==> src/rtl/adc_sample_averager.sv <==
// adc_sample_averager
//   Sums N signed ADC samples per output word (N = max(averages,1)), with
//   signed 32-bit saturation. Results are queued in a small FIFO and sent out
//   as an AXI4-Stream toward the DMA, framed into packets with tlast.
//   Also feeds flow-control hints back to the trigger controller.
//
// Ports
//   aclk, aresetn        clock / async active-low reset
//   s_sample_data/valid  one-cycle sample strobe, no backpressure
//   averages             samples per output word (0 and 1 both mean 1)
//   packet_len           beats per packet (0: tlast never asserted)
//   clear                synchronous flush of all datapath state
//   m_axis_*             result stream (tdata = saturated signed sum)
//   ready                FIFO has at least 2 free entries (registered)
//   last                 one-cycle pulse, cycle after a tlast handshake
//   overflow             sticky: a result was dropped on a full FIFO
module adc_sample_averager #(
  parameter int DATA_WIDTH = 20,
  parameter int FIFO_DEPTH = 4
) (
  input  logic                  aclk,
  input  logic                  aresetn,
  input  logic [DATA_WIDTH-1:0] s_sample_data,
  input  logic                  s_sample_valid,
  input  logic [31:0]           averages,
  input  logic [31:0]           packet_len,
  input  logic                  clear,
  output logic [31:0]           m_axis_tdata,
  output logic                  m_axis_tvalid,
  input  logic                  m_axis_tready,
  output logic                  m_axis_tlast,
  output logic                  ready,
  output logic                  last,
  output logic                  overflow
);

  localparam int AW = $clog2(FIFO_DEPTH);
  localparam int CW = AW + 1;
  localparam logic [CW-1:0] DEPTH_C = CW'(FIFO_DEPTH);
  localparam logic [CW-1:0] READY_MAX = CW'(FIFO_DEPTH - 2);

  logic [31:0]   acc;
  logic [31:0]   avg_cnt;
  logic [31:0]   beat_cnt;
  logic [31:0]   mem [FIFO_DEPTH];
  logic [AW-1:0] wr_ptr, rd_ptr;
  logic [CW-1:0] count, count_next;
  logic          last_r, ovf_r, ready_r;

  logic [32:0]   sum_ext;
  logic [31:0]   sum_sat;
  logic [31:0]   n_eff;
  logic          done, push_req, push, pop, drop, full, tlast_c;

  // 33-bit add of sign-extended operands cannot wrap; clamp to 32 bits when
  // the top two bits disagree.
  always_comb begin
    sum_ext = {acc[31], acc} +
              {{(33-DATA_WIDTH){s_sample_data[DATA_WIDTH-1]}}, s_sample_data};
    if (sum_ext[32] != sum_ext[31])
      sum_sat = sum_ext[32] ? 32'h8000_0000 : 32'h7FFF_FFFF;
    else
      sum_sat = sum_ext[31:0];
  end

  // ">=" so that lowering averages mid-word completes on the next sample.
  assign n_eff    = (averages == 32'd0) ? 32'd1 : averages;
  assign done     = avg_cnt >= (n_eff - 32'd1);

  assign full     = (count == DEPTH_C);
  assign m_axis_tvalid = (count != '0);
  assign pop      = m_axis_tvalid & m_axis_tready;
  assign push_req = s_sample_valid & done;
  // A full FIFO still accepts a push when the head leaves in the same cycle.
  assign push     = push_req & (~full | pop);
  assign drop     = push_req & full & ~pop;

  assign m_axis_tdata = m_axis_tvalid ? mem[rd_ptr] : 32'd0;
  assign tlast_c  = m_axis_tvalid && (packet_len != 32'd0) &&
                    (beat_cnt >= packet_len - 32'd1);
  assign m_axis_tlast = tlast_c;

  always_comb begin
    count_next = count + CW'(push) - CW'(pop);
    if (clear) count_next = '0;
  end

  always_ff @(posedge aclk or negedge aresetn) begin
    if (!aresetn) begin
      acc      <= '0;
      avg_cnt  <= '0;
      beat_cnt <= '0;
      wr_ptr   <= '0;
      rd_ptr   <= '0;
      count    <= '0;
      last_r   <= 1'b0;
      ovf_r    <= 1'b0;
      ready_r  <= 1'b1;
    end else begin
      ready_r <= (count_next <= READY_MAX);
      if (clear) begin
        acc      <= '0;
        avg_cnt  <= '0;
        beat_cnt <= '0;
        wr_ptr   <= '0;
        rd_ptr   <= '0;
        count    <= '0;
        last_r   <= 1'b0;
        ovf_r    <= 1'b0;
      end else begin
        last_r <= pop & tlast_c;
        count  <= count_next;
        if (s_sample_valid) begin
          if (done) begin
            acc     <= '0;
            avg_cnt <= '0;
          end else begin
            acc     <= sum_sat;
            avg_cnt <= avg_cnt + 32'd1;
          end
        end
        if (push) wr_ptr <= wr_ptr + AW'(1);
        if (pop)  rd_ptr <= rd_ptr + AW'(1);
        if (drop) ovf_r  <= 1'b1;
        if (pop)  beat_cnt <= tlast_c ? 32'd0 : beat_cnt + 32'd1;
      end
    end
  end

  // Storage needs no reset: tdata is masked while the FIFO is empty.
  always_ff @(posedge aclk) begin
    if (push && !clear) mem[wr_ptr] <= sum_sat;
  end

  assign ready    = ready_r;
  assign last     = last_r;
  assign overflow = ovf_r;

endmodule

==> config.mk <==
export PLATFORM = sky130hd
export DESIGN_NAME = adc_sample_averager
export DESIGN_NICKNAME = d
export VERILOG_FILES = /design/src/rtl/adc_sample_averager.sv
export SDC_FILE = /design/constraint.sdc
export NUM_CORES = 1
export LEC_CHECK = 0
export ABC_AREA = 1
export CORE_MARGIN = 2
export CORE_UTILIZATION = 30
export CTS_BUF_LIST = sky130_fd_sc_hd__clkbuf_2
export CTS_CLUSTER_DIAMETER = 40
export DETAILED_ROUTE_END_ITERATION = 12
export HOLD_SLACK_MARGIN = 0.12
export PLACE_DENSITY = 0.52
export SYNTH_ARGS = -nofsm -noshare
export SYNTH_HDL_FRONTEND = slang
export SYNTH_SLANG_ARGS = --single-unit
export TNS_END_PERCENT = 100
==> constraint.sdc <==
create_clock -name aclk -period 5 [get_ports aclk]
set_input_delay 0.75 -clock aclk [delete_from_list [all_inputs] [get_ports aclk]]
set_output_delay 0.75 -clock aclk [all_outputs]
set_load 0.005 [all_outputs]
==> key figures <==
Clocking
  – Clock sinks: 234
  – Root buf cell: clkbuf_2
  – Cts bufs inserted: 66
  – CTS max path bufs: 3
  – Htree depth: 3
  – CTS clk-pin slew, worst paths: approximately 0.11 ns
  – Skew-Pair Late Insertion Delay: about 0.95 ns
  – CTS tree: built

Synthesis
  – Mapped Area: between 15000 and 20000 µm²
  – Main area contributors after synthesis: edfxtp_1 (23%), dfrtp_1 (16%), nand2_1 (13%)
  – Top-area cell type share of the netlist area: 22.7%
  – Synth Warn #: 0
  – Yosys cell types: 53
  – Leading area contributor after synthesis: edfxtp_1
  – Register bit count reported by yosys: approximately 230
  – Synth Net Count: approximately 2.5k
  – Async set or reset register ratio after synthesis: 45.3%
  – Sequential area share after synthesis: a little under two fifths
  – Avg Cell Area, Syn: about 7.5 µm²
  – Post-synth EDFFs: ~130
  – Synth Instances: approximately 2.3k
  – Top_reg_cell synth: edfxtp_1

GRT
  – Met1 track demand over resource: approximately 22%
  – Total GRT Usage: approximately 17%
  – Largest net degree at the start of global routing: slightly below 70
  – Initial antenna violation count: 2
  – Met2 GRT Util: 28.4%
  – GRT Residual Overflow: 0
  – Vias in the first global route: 15.6k
  – Global route hottest layer: met2
  – Grt met3 use: under 10%
  – Global-route wire length before repair: around 80 mm

Timing
  – Worst-margin pin slew: between 1 and 1.5 ns
  – Fmax: 0.212 GHz
  – Final Cycle Share: a little over nine tenths
  – Min cycle time layout: approximately 4.7 ns
  – Setup TNS: 0 ns
  – Slew Limit Fails: 0
  – Setup Skew: roughly 0.14 ns
  – RSZ-0062 raised after global routing: true
  – Hold Fails Final Rpt: 0
  – Setup Viol. Count Final: 0
  – Headroom to the max-slew limit: 22.6%

Setup path
  – Crit path to: m_axis_tlast
  – Crit path required time: between 4 and 5 ns
  – Reg2Reg Capture Point: mem[2][24]$_DFFE_PP_
  – Worst EP arrival: 3.96 ns
  – Crit. End Element: output pin
  – CP Launch Point: packet_len[1]
  – Reg2Reg Setup Slack: 1.24 ns
  – Worst r2r src: acc[4]$_DFFE_PN0P_
  – Reg2reg path depth: 17
  – Startpoint Class: input port
  – Crit Path Class: in -> out
  – CP max FO: 3

Layout
  – Filler cells: about 5.9k
  – Layout area overhead: 22.7%
  – Register area: 6500 µm²
  – Nets: between 2k and 3k
  – Layout Utilization: between 30 and 40%
  – Commonest cells after routing, fill and taps aside: nand2_1 (570), nor2_1 (319), inv_1 (276)
  – Commonest non-fill, non-tap cell in the layout: nand2_1
  – Area occupied by multi-input gates: slightly above 9000 µm²
  – Layout cells sized above 1: 14.1%

Place
  – Routability cong.: roughly 0.9
  – IO buf count: around 130
  – Post-DP HPWL: 37.1 mm

Power
  – VDD IR-drop max: approximately 0.39 mV
  – Switching portion of total power: between 40% and 50%
  – Reg power frac: 31.8%
  – P_leak: 9.41 nW
  – Clock power share: between 15 and 20%
  – Power, Total: 8.87 mW
  – Psw: ~4.0 mW
  – Pwr/cell area: 427 nW/µm²
  – Internal Pwr Total: 4.87 mW
  – Combinational share of power: around half

Drt
  – Pre-Repair DR Iteration Count: 5
  – DRC viols: 0
  – Drt wl/cell: 14.9 µm
  – DRT iter0 DRCs: 850
  – Final WL: 49.5 mm
  – Total number of vias: 15.4k
  – ANT nets after route: 0
  – DR vias/cell: 4.63

Floorplan
  – Die footprint: between 50000 and 60000 µm²
  – Chip Width: around 240 µm
  – Site Rows: 87
  – Starting Density: a little under a third
  – Core Area: about 56000 µm²
  – Die height: between 200 and 250 µm
  – I/O pin count: roughly 130

Status
  – Status: complete, no violations

Min path
  – Min-delay worst type: in -> async

Run
  – Max_cap viols: 0
==> critical path, stage by stage <==
cell,delay [ns]
clkdlybuf4s50_1,0.44
nor2_2,0.13
nand2_2,0.09
nor2_4,0.13
nand2_2,0.07
inv_2,0.08
nand3_4,0.09
nor3_4,0.21
buf_4,0.15
nor3b_2,0.19
xor2_1,0.12
ha_1,0.30
nand2_1,0.05
inv_1,0.07
nand4_1,0.18
nor4_2,0.19
buf_4,0.16
nand3_1,0.07
nand3_1,0.12
nand2_2,0.09
inv_1,0.07
dlygate4sd2_1,0.23
==> cell usage after synthesis (11+ instances only) <==
library cell / instances
ha_1: 109
o21bai_1: 11
xnor2_1: 26
inv_1: 277
o21ai_0: 117
nor2_1: 329
nor2_2: 15
nand2_1: 574
edfxtp_1: 128
nand2_2: 22
nand3_1: 93
nand3_2: 36
nand4_1: 51
dfrtp_1: 105
o22ai_1: 11
clkbuf_1: 29
a21oi_1: 96
nor4_1: 16
xor2_1: 66
nor3_1: 55
==> through the flow <==
step	std cells	setup WS, ns	instance area (µm²)	hold slack (ns)
after floorplan	2255	-0.316	16900	0.453
after global placement	3208	-0.459	20000	0.471
after detailed placement	3208	-0.595	20000	0.473
after CTS	3327	0.186	20700	0.342
after global routing	3330	-0.0490	20800	0.444
final	3330	0.287	20800	0.418
==> what timing repair did <==
action | CTS | global route
pin swaps | 7 | 9
endpoints found under the hold margin | 57 | 0
endpoints found under the setup margin | 1 | 4
hold buffers | 1 | 0
buffers inserted | 4 | 2
resized for setup | 13 | 13
==> state kept, by name, indices dropped and copies added, names as in the netlist <==
name and flops:
overflow 1, mem 128, ready 1, count 3, avg_cnt 32, rd_ptr 2
acc 32, last 1, beat_cnt 32, wr_ptr 2
==> power by group through the flow <==
| stage | registers (mW) | clock network (mW) | logic (mW) |
|---|---|---|---|
| detailed placement | 2.86 | 0 | 4.46 |
| floorplan | 2.82 | 0 | 2.84 |
| finish | 2.82 | 1.59 | 4.47 |
| global placement | 2.86 | 0 | 4.39 |
| CTS | 2.82 | 1.67 | 4.47 |
| global route | 2.84 | 1.76 | 5.02 |
==> metal layers <==
| metal | part of all wire (%) | wire length [µm] | up-vias |
|---|---|---|---|
| li1 | - | - | 7930 |
| met1 | 47 | 23300 | 7169 |
| met2 | 47 | 23300 | 264 |
| met3 | 4.0 | 1960 | 61 |
| met4 | 1.8 | 883 | 0 |
| met5 | 0 | 0 | - |
==> worst min path at each step <==
stage / to / startpoint / cells past startpoint
floorplan: acc[0]$_DFFE_PN0P_ / aresetn / 0
global placement: acc[16]$_DFFE_PN0P_ / acc[16]$_DFFE_PN0P_ / 2
detailed placement: acc[18]$_DFFE_PN0P_ / acc[18]$_DFFE_PN0P_ / 2
CTS: acc[5]$_DFFE_PN0P_ / aresetn / 2
global route: acc[5]$_DFFE_PN0P_ / aresetn / 2
finish: acc[6]$_DFFE_PN0P_ / aresetn / 2
==> cells by family after synthesis <==
| kind of cell | Yosys count | synth area share (%) |
|---|---|---|
| adders and majority gates | 111 | 8.29 |
| buffers and inverters | 340 | 8.21 |
| AOI/OAI and AO/OA | 254 | 8.07 |
| and+or+nand+nor | 1224 | 32.3 |
| xor gates and xnor gates | 92 | 4.76 |
| DFF | 234 | 38.4 |
==> layout make-up <==
type | count | area share, %
Inverter | 286 | 5.17
Tap cell | 756 | 4.55
Clock buffer | 84 | 2.02
Clock inverter | 30 | 1.26
Multi-Input combinational cell | 1681 | 44.2
Timing Repair Buffer | 258 | 11.5
Antenna cell | 1 | 0.0120
Sequential cell | 234 | 31.3
No activity file was read; power rests on OpenSTA's default activity.
